==> src/rtl/mips_run_pkg.sv <==
// -----------------------------------------------------------------------------
// mips_run_pkg
// Shared types and default constants for the MIPS run sequencer
// (mips_run_ctrl) and its watchdog.
//   word_t          : 32-bit machine word.
//   state_e         : sequencer states. ST_FAIL is reachable only when
//                     RUN_TIMEOUT_EN is defined.
//   DEF_END_PC, DEF_DUMP_BASE, DEF_DUMP_COUNT : default run/dump window.
// -----------------------------------------------------------------------------
package mips_run_pkg;

  typedef logic [31:0] word_t;

  typedef enum logic [2:0] {
    ST_IDLE = 3'd0,
    ST_LOAD = 3'd1,
    ST_HOLD = 3'd2,
    ST_RUN  = 3'd3,
    ST_DUMP = 3'd4,
    ST_DONE = 3'd5,
    ST_FAIL = 3'd6
  } state_e;

  localparam word_t       DEF_END_PC     = 32'h0000_009c;
  localparam int unsigned DEF_DUMP_BASE  = 50;
  localparam int unsigned DEF_DUMP_COUNT = 21;

endpackage

==> src/rtl/mips_run_ctrl_watchdog.sv <==
// -----------------------------------------------------------------------------
// run_watchdog
// 32-bit cycle counter that bounds the RUN phase of mips_run_ctrl.
// Only instantiated when RUN_TIMEOUT_EN is defined.
// Ports:
//   i_clk      : clock, rising edge
//   i_rst_n    : synchronous active-low reset
//   i_clr      : clear the count (has priority over i_en)
//   i_en       : count this cycle
//   o_expired  : the current enabled cycle is cycle number LIMIT
// -----------------------------------------------------------------------------
module run_watchdog #(
  parameter int unsigned LIMIT = 4096
) (
  input  logic i_clk,
  input  logic i_rst_n,
  input  logic i_clr,
  input  logic i_en,
  output logic o_expired
);

  logic [31:0] r_cnt;

  // NOTE: sequential state uses non-blocking assignments so every register
  // samples the pre-edge value of every other register. The reset is sampled
  // on the clock edge (synchronous), not in the sensitivity list.
  always_ff @(posedge i_clk) begin
    if (!i_rst_n) begin
      r_cnt <= '0;
    end else if (i_clr) begin
      r_cnt <= '0;
    end else if (i_en) begin
      r_cnt <= r_cnt + 32'd1;
    end
  end

  // r_cnt holds the number of completed enabled cycles, so the current
  // enabled cycle is number r_cnt+1; flag the one that reaches LIMIT.
  assign o_expired = i_en && (r_cnt >= (LIMIT - 32'd1));

endmodule

==> src/rtl/mips_run_ctrl.sv <==
// -----------------------------------------------------------------------------
// mips_run_ctrl
// Run sequencer around single_cycle_mips: streams a program image into imem
// with the core held in reset, releases the core, stops it when the PC hits
// END_PC, then streams a fixed dmem window back to the host.
// Optional feature macro: RUN_TIMEOUT_EN (adds the RUN watchdog and ST_FAIL).
// Ports:
//   clk, reset (sync, active-low), start, load_len
//   in_valid/in_ready/in_data           : program word stream in
//   imem_we/imem_addr/imem_wdata        : imem write port
//   cpu_reset (active-high), cpu_run (core clock enable), cpu_pc
//   dmem_raddr/dmem_rdata               : combinational dmem read
//   out_valid/out_ready/out_data        : dump stream out
//   busy, done, timeout                 : status
// -----------------------------------------------------------------------------
module mips_run_ctrl
  import mips_run_pkg::*;
#(
  parameter word_t       END_PC     = DEF_END_PC,
  parameter int unsigned DUMP_BASE  = DEF_DUMP_BASE,
  parameter int unsigned DUMP_COUNT = DEF_DUMP_COUNT,
  parameter int unsigned IMEM_AW    = 8,
  parameter int unsigned RST_HOLD   = 3,
  parameter int unsigned MAX_CYCLES = 4096
) (
  input  logic               clk,
  input  logic               reset,
  input  logic               start,
  input  logic [IMEM_AW:0]   load_len,
  input  logic               in_valid,
  output logic               in_ready,
  input  word_t              in_data,
  output logic               imem_we,
  output logic [IMEM_AW-1:0] imem_addr,
  output word_t              imem_wdata,
  output logic               cpu_reset,
  output logic               cpu_run,
  input  word_t              cpu_pc,
  output word_t              dmem_raddr,
  input  word_t              dmem_rdata,
  output logic               out_valid,
  input  logic               out_ready,
  output word_t              out_data,
  output logic               busy,
  output logic               done,
  output logic               timeout
);

  localparam int unsigned      IW           = IMEM_AW + 1;
  localparam logic [IW-1:0]    LP_HOLD_LAST = IW'(RST_HOLD - 1);
  localparam logic [IW-1:0]    LP_DUMP_LAST = IW'(DUMP_COUNT - 1);

  state_e        r_state, w_state_nxt;
  logic [IW-1:0] r_idx,   w_idx_nxt;   // load index, hold counter, dump index
  logic [IW-1:0] r_len,   w_len_nxt;
  logic          w_at_end;

  assign w_at_end   = (cpu_pc == END_PC);
  assign imem_addr  = r_idx[IMEM_AW-1:0];
  assign imem_wdata = in_data;
  // dmem is frozen during DUMP, so passing read data straight through keeps
  // out_data stable while the host stalls.
  assign out_data   = dmem_rdata;

`ifdef RUN_TIMEOUT_EN
  logic w_wd_expired;

  run_watchdog #(
    .LIMIT (MAX_CYCLES)
  ) u_watchdog (
    .i_clk     (clk),
    .i_rst_n   (reset),
    .i_clr     (r_state != ST_RUN),
    .i_en      (r_state == ST_RUN),
    .o_expired (w_wd_expired)
  );
`endif

  always_ff @(posedge clk) begin
    if (!reset) begin
      r_state <= ST_IDLE;
      r_idx   <= '0;
      r_len   <= '0;
    end else begin
      r_state <= w_state_nxt;
      r_idx   <= w_idx_nxt;
      r_len   <= w_len_nxt;
    end
  end

  always_comb begin
    // NOTE: every output of this block gets a default first, so no path
    // through the case statement can leave one unassigned and infer a latch.
    w_state_nxt = r_state;
    w_idx_nxt   = r_idx;
    w_len_nxt   = r_len;
    cpu_reset   = 1'b1;
    cpu_run     = 1'b0;
    in_ready    = 1'b0;
    imem_we     = 1'b0;
    dmem_raddr  = '0;
    out_valid   = 1'b0;
    busy        = 1'b0;
    done        = 1'b0;
    timeout     = 1'b0;

    case (r_state)
      ST_IDLE, ST_DONE, ST_FAIL: begin
        done = (r_state == ST_DONE);
`ifdef RUN_TIMEOUT_EN
        timeout = (r_state == ST_FAIL);
`endif
        if (start) begin
          w_len_nxt   = load_len;
          w_idx_nxt   = '0;
          w_state_nxt = (load_len == '0) ? ST_HOLD : ST_LOAD;
        end
      end

      ST_LOAD: begin
        busy     = 1'b1;
        in_ready = 1'b1;
        if (in_valid) begin
          imem_we = 1'b1;
          if (r_idx == (r_len - IW'(1))) begin
            // idx is reused as the HOLD cycle counter
            w_idx_nxt   = '0;
            w_state_nxt = ST_HOLD;
          end else begin
            w_idx_nxt = r_idx + IW'(1);
          end
        end
      end

      ST_HOLD: begin
        busy = 1'b1;
        if (r_idx == LP_HOLD_LAST) begin
          w_idx_nxt   = '0;
          w_state_nxt = ST_RUN;
        end else begin
          w_idx_nxt = r_idx + IW'(1);
        end
      end

      ST_RUN: begin
        busy      = 1'b1;
        cpu_reset = 1'b0;
        // Gate the enable in the same cycle the PC matches so the
        // instruction at END_PC never commits.
        cpu_run   = !w_at_end;
        if (w_at_end) begin
          w_idx_nxt   = '0;
          w_state_nxt = ST_DUMP;
        end
`ifdef RUN_TIMEOUT_EN
        else if (w_wd_expired) begin
          w_state_nxt = ST_FAIL;
        end
`endif
      end

      ST_DUMP: begin
        busy       = 1'b1;
        cpu_reset  = 1'b0;
        out_valid  = 1'b1;
        dmem_raddr = word_t'(DUMP_BASE) + word_t'(r_idx);
        if (out_ready) begin
          w_idx_nxt = r_idx + IW'(1);
          if (r_idx == LP_DUMP_LAST) begin
            w_state_nxt = ST_DONE;
          end
        end
      end

      default: begin
        w_state_nxt = ST_IDLE;
      end
    endcase
  end

endmodule
==> config.mk <==
export PLATFORM = sky130hd
export DESIGN_NAME = mips_run_ctrl
export DESIGN_NICKNAME = d
export VERILOG_FILES = /design/src/rtl/mips_run_pkg.sv /design/src/rtl/mips_run_ctrl_watchdog.sv /design/src/rtl/mips_run_ctrl.sv
export SDC_FILE = /design/constraint.sdc
export NUM_CORES = 1
export LEC_CHECK = 0
export CAP_MARGIN = 20
export CORE_MARGIN = 2
export CORE_UTILIZATION = 29
export CTS_BUF_LIST = sky130_fd_sc_hd__clkbuf_4
export CTS_CLUSTER_SIZE = 14
export DETAILED_ROUTE_END_ITERATION = 6
export PLACE_DENSITY = 0.74
export SLEW_MARGIN = 15
export SYNTH_ARGS = -nofsm -noshare
export SYNTH_HDL_FRONTEND = slang
export SYNTH_SLANG_ARGS = --single-unit
==> constraint.sdc <==
create_clock -name clk -period 3.9 [get_ports clk]
set_input_delay 0.585 -clock clk [delete_from_list [all_inputs] [get_ports clk]]
set_output_delay 0.585 -clock clk [all_outputs]
set_load 0.005 [all_outputs]
==> impl_metrics.yaml, run 1 <==
run_status:
  status: "complete, no violations"
worst_hold_path:
  hold_path_depth: 2
  hold_path.class: "reg2reg"
sta:
  tightest_slew_ps: 714.5
  hold_violations: 0
  grt_setup_unrepaired: "no"
  setup_viol: 0
  fin_setup_tns_ps: 0
  maxSlewHeadroom_pct: 52.22
  layout_worst_path_cycle_share_pct: 75.97
  fmax_ghz: 0.3375
  fin_crit_ps: 2963
  finalClockSkew_ps: 3.563
  slew_viol_final: 0
clock_tree:
  clkSlewWorstSetupHoldPaths_ps: 130
  htreeDepth: 1
  clockBufferDepth: 2
  clock_sinks: 21
  clockRootBuffer: "clkbuf_4"
  postCtsHoldBufs: 0
  ctsResizeCount: 0
  cts_setup_buffers: 0
  insertion_delay_ps: 310
  numCtsBuffers: 3
  cts_tree: "done"
synthesis:
  syn_area_per_cell_um2: 7.659
  synthAdderAreaFrac_pct: 2.417
  ys.flop_type: "dfxtp_1"
  yosys.area_share.simple_pct: 25.18
  netlist-cell-type-count: 54
  synth_seq_area_share_pct: 16.24
  synth-seq-cells: 21
  synth_xor_area_share_pct: 5.945
  synth-compound-area-share_pct: 13.29
  synth_top_family_by_area: "buffers and inverters"
  ys.warnings.count: 0
  synth_mux_area_share_pct: 5.462
  netlist_instances: 338
  synthArstFlopShare_pct: 0
  synthesis.area_mm2: 0.002589
  synth_edf_count: 0
floorplan:
  die_y_um: 98.48
  rows: 34
  ios: 222
  die_w_um: 98.48
  core_area_mm2: 0.008678
  start_util_pct: 29.83
  die_area_mm2: 0.009698
power:
  p_leak_uw: 0.001007
  power.density_mw_per_mm2: 338.6
  ir_drop_v: 0.0001460
global_routing:
  overflow: 0
  grt_start_max_net_pins: 34
  gr-usage-all-layers_pct: 13.30
  grt_pass1_wl_mm: 10.64
  antenna_found_initial: 0
  grt_pass1_vias: 2143
critical_path:
  reg2reg_depth: 6
  startpoint_type: "flip-flop"
  path_cells: "ha_1, a21o_1, or2_2, nand2_1, xor2_1, nor2_1, clkdlybuf4s50_1"
  path_class: "reg2out"
  critPathCaptureType: "output pin"
  max_stage_delay_ps: 640
  cp.required_ps: 3310
  slowest_stage: "dfxtp_1"
  cp.arrival_ps: 2380
  cp_max_fo: 12
finish:
  final_common_cell: "clkdlybuf4s50_1"
  syn_to_final_growth_pct: 7.105
  layout_common_cells: "clkdlybuf4s50_1, nor2_1, conb_1"
  drive_gt1_share_pct: 5.828
  stdcell_count: 434
  final_nets: 442
  n_antenna_cell: 0
drt:
  wl_mm: 6.639
  antenna_left: 0
  vias_per_cell: 5.039
  dr.pass1.iters: 4
  wl_per_cell_um: 15.30
  drc: 0
  via_count: 2187
  first_iter_violations: 110
placement:
  gp_congestion: 0.8072
  io_buffers: 70
  hpwl_mm: 5.429
  place_inst: 430
flow_run:
  max-cap-violations: 0
-- power by group --
group | leakage [uW] | switching, uW | internal [uW]
registers | 0.000171 | 58.4 | 244
clock network | 0.0000184 | 71.4 | 46.9
logic | 0.000818 | 274 | 244
total | 0.00101 | 404 | 535
-- sequential cells by signal (all words and copies together), names as in the netlist --
signal   flops
r_state      3
r_idx        9
r_len        9
-- routing by layer --
layer	GRT usage [%]	share of wire (%)
met1	14.73	38
met2	25.22	53
met3	3.262	8.4
met4	3.477	0.86
met5	0	0
-- critical path, delay by kind of cell, from the launching register on --
family          cells  cell delay [ps]
compound gates      1              150
xor+xnor            1              160
fa+ha+maj           1              330
buf+inv             1              510
flops               1              640
simple gates        3              280
-- synth_stat cells (2+ instances only) --
library cell,n,share of area [%]
o21ai_0,16,3.1
a21o_1,2,0.58
nor3b_1,2,0.58
and2_1,2,0.48
ha_1,5,2.4
buf_2,6,1.2
clkbuf_1,8,1.2
nor4bb_1,2,0.77
nor2_1,23,3.3
xor2_1,4,1.4
dfxtp_1,21,16
nor3_1,4,0.77
a31oi_1,2,0.48
nor2b_1,12,2.9
and3_1,2,0.48
or2_2,2,0.48
xnor2_1,11,3.7
o211ai_1,6,1.7
buf_4,95,28
inv_1,9,1.3
nand3_1,20,3.9
mux2i_1,13,5.0
a21oi_1,5,0.97
nand2_1,18,2.6
nor4_1,8,1.9
or4_1,2,0.58
nand4_1,8,1.9
nand2b_1,4,0.97
-- worst paths after layout --
kind                                start                    end  slack, ps
setup / recovery    r_idx[2]$_SDFFE_PN0P_          dmem_raddr[7]        940
hold / removal      r_len[8]$_SDFFE_PN0P_  r_len[8]$_SDFFE_PN0P_        580
setup reg to reg  r_state[0]$_SDFFE_PN0P_  r_idx[5]$_SDFFE_PN0P_       1400
hold reg to reg     r_len[8]$_SDFFE_PN0P_  r_len[8]$_SDFFE_PN0P_        580
-- through the flow --
stage	total power [uW]	worst slack [ps]	utilization (%)	instance area, um2	hold slack, ps
after floorplan	718.0	1782	-	2671	507.6
after global placement	803.1	1067	31.55	2738	543.9
after detailed placement	819.9	1034	31.60	2743	564.4
after CTS	937.9	942.9	31.95	2773	583.3
after global routing	1006	799.9	31.95	2773	616.9
final	938.9	937.0	31.95	2773	577.4
-- cells by family (layout without fill, tap and decap cells) --
| logic type | after synthesis | count (layout) |
|---|---|---|
| flops | 21 | 21 |
| mux | 14 | 14 |
| buf+inv | 119 | 85 |
| fa+ha+maj | 5 | 5 |
| compound gates | 45 | 45 |
| xor+xnor | 16 | 16 |
| other cells | 1 | 23 |
| simple gates | 117 | 117 |
-- final cells by class --
class	instances	area, um2
fill	931	5906
multi-input combinational	220	1440
timing repair buffer	72	713.2
sequential	21	420.4
tap	108	135.1
inverter	9	33.78
clock buffer	4	30.03
No activity file was read; power rests on OpenSTA's default activity.
==> run 2, diff against run 1 <==
- clock period: 3.9 -> 3.1 ns (I/O delays scaled with it)
==> impl_metrics.yaml, run 2 (same netlist as run 1, synthesis figures left out) <==
run_status:
  status: "complete, no violations"
floorplan:
  die_w_um: 98.48
  ios: 222
  start_util_pct: 29.83
  rows: 34
  die_area_mm2: 0.009698
  die_y_um: 98.48
  core_area_mm2: 0.008678
global_routing:
  grt_pass1_wl_mm: 10.25
  overflow: 0
  grt_pass1_vias: 2120
  gr-usage-all-layers_pct: 12.87
  antenna_found_initial: 0
  grt_start_max_net_pins: 33
drt:
  drc: 0
  vias_per_cell: 4.945
  wl_mm: 6.418
  antenna_left: 0
  dr.pass1.iters: 4
  wl_per_cell_um: 14.72
  first_iter_violations: 98
  via_count: 2156
finish:
  drive_gt1_share_pct: 6.402
  post-route-util_pct: 32.15
  final_common_cell: "clkdlybuf4s50_1"
  final_nets: 444
  top_regs: "r_idx: 9 flops, r_len: 9 flops, r_state: 3 flops"
  fillCellCount: 936
  n_antenna_cell: 0
  layout_common_cells: "clkdlybuf4s50_1, nor2_1, conb_1"
  syn_to_final_growth_pct: 7.782
  fin_area_mm2: 0.002790
sta:
  slew_viol_final: 0
  grt_setup_unrepaired: "no"
  fin_crit_ps: 2888
  fin_setup_tns_ps: 0
  maxSlewHeadroom_pct: 52.61
  finalClockSkew_ps: 0.7715
  hold_slack_ps: 567.9
  fmax_ghz: 0.3462
  tightest_slew_ps: 708.6
  setup_viol: 0
  final.setup.worst_slack_ps: 211.8
  hold_violations: 0
  layout_worst_path_cycle_share_pct: 93.17
clock_tree:
  cts_tree: "done"
  clockBufferDepth: 2
  htreeDepth: 1
  cts_setup_buffers: 0
  clockRootBuffer: "clkbuf_4"
  numCtsBuffers: 3
  clkSlewWorstSetupHoldPaths_ps: 120
  postCtsHoldBufs: 0
  insertion_delay_ps: 300
  ctsResizeCount: 0
  clock_sinks: 21
critical_path:
  cp_top_family: "flip-flops"
  slowest_stage: "dfxtp_1"
  r2r_setup_slack_ps: 640
  startpoint_type: "flip-flop"
  max_stage_delay_ps: 660
  path_class: "reg2out"
  cp.required_ps: 2630
  cp.arrival_ps: 2420
  path_buf_inv: 1
  path_cells: "ha_1, a21o_1, or2_2, nand2_1, xor2_1, nor2_1, clkdlybuf4s50_1"
  cp_max_fo: 12
  critPathCaptureType: "output pin"
power:
  seq_power_share_pct: 32.5
  p_int_uw: 677.1
  power.density_mw_per_mm2: 421.4
  p_leak_uw: 0.001019
  p_sw_share_pct: 42.41
  p_comb_share_pct: 55.3
  p_sw_uw: 498.6
  clkPwrFrac_pct: 12.2
  ir_drop_v: 0.0001755
placement:
  post_dp_cell_area_mm2: 0.002760
  hpwl_mm: 5.347
  io_buffers: 70
  gp_congestion: 0.8107
  pre_cts_ws_ps: 441.9
flow_run:
  max-cap-violations: 0
worst_hold_path:
  hold_path.class: "reg2reg"
[run 2: worst register-to-register path, delay by kind of cell, from the launching register on]
kind            cells  cell delay, ps
flops               1             580
simple gates        3             930
compound gates      3             890
[run 2: layer usage]
layer	GRT usage, %	up-vias	part of all wire [%]
li1	-	1030	-
met1	14.39	973	38
met2	23.76	141	52
met3	3.262	12	9.1
met4	4.215	0	1.5
met5	0	-	0
[run 2: power by group through the flow]
stage / clock (uW) / combinational [uW] / sequential (uW)
global placement: 0 / 640 / 384
CTS: 147 / 651 / 381
global route: 157 / 719 / 389
finish: 144 / 650 / 382
floorplan: 0 / 555 / 348
detailed placement: 0 / 647 / 388
[run 2: final timing paths]
kind,start,endpoint,cells past startpoint
worst max register to register,r_state[0]$_SDFFE_PN0P_,r_idx[6]$_SDFFE_PN0P_,6
worst min-delay path,r_len[8]$_SDFFE_PN0P_,r_len[8]$_SDFFE_PN0P_,2
worst max-delay path,r_idx[2]$_SDFFE_PN0P_,dmem_raddr[7],7
worst min register to register,r_len[8]$_SDFFE_PN0P_,r_len[8]$_SDFFE_PN0P_,2
[run 2: metrics by stage]
step | power (uW) | instances
after detailed placement | 1035 | 432
after global placement | 1024 | 432
after floorplan | 903.3 | 360
final | 1176 | 436
after CTS | 1180 | 436
after global routing | 1265 | 436
[run 2: area by class of cell]
cell class / instances / area, um2 / share of cell area, %
multi-input cells: 220 / 1440 / 51.61
repair buffers: 74 / 730.7 / 26.19
flip-flops and latches: 21 / 420.4 / 15.07
well taps: 108 / 135.1 / 4.843
inverters: 9 / 33.78 / 1.211
clock buffers: 4 / 30.03 / 1.076
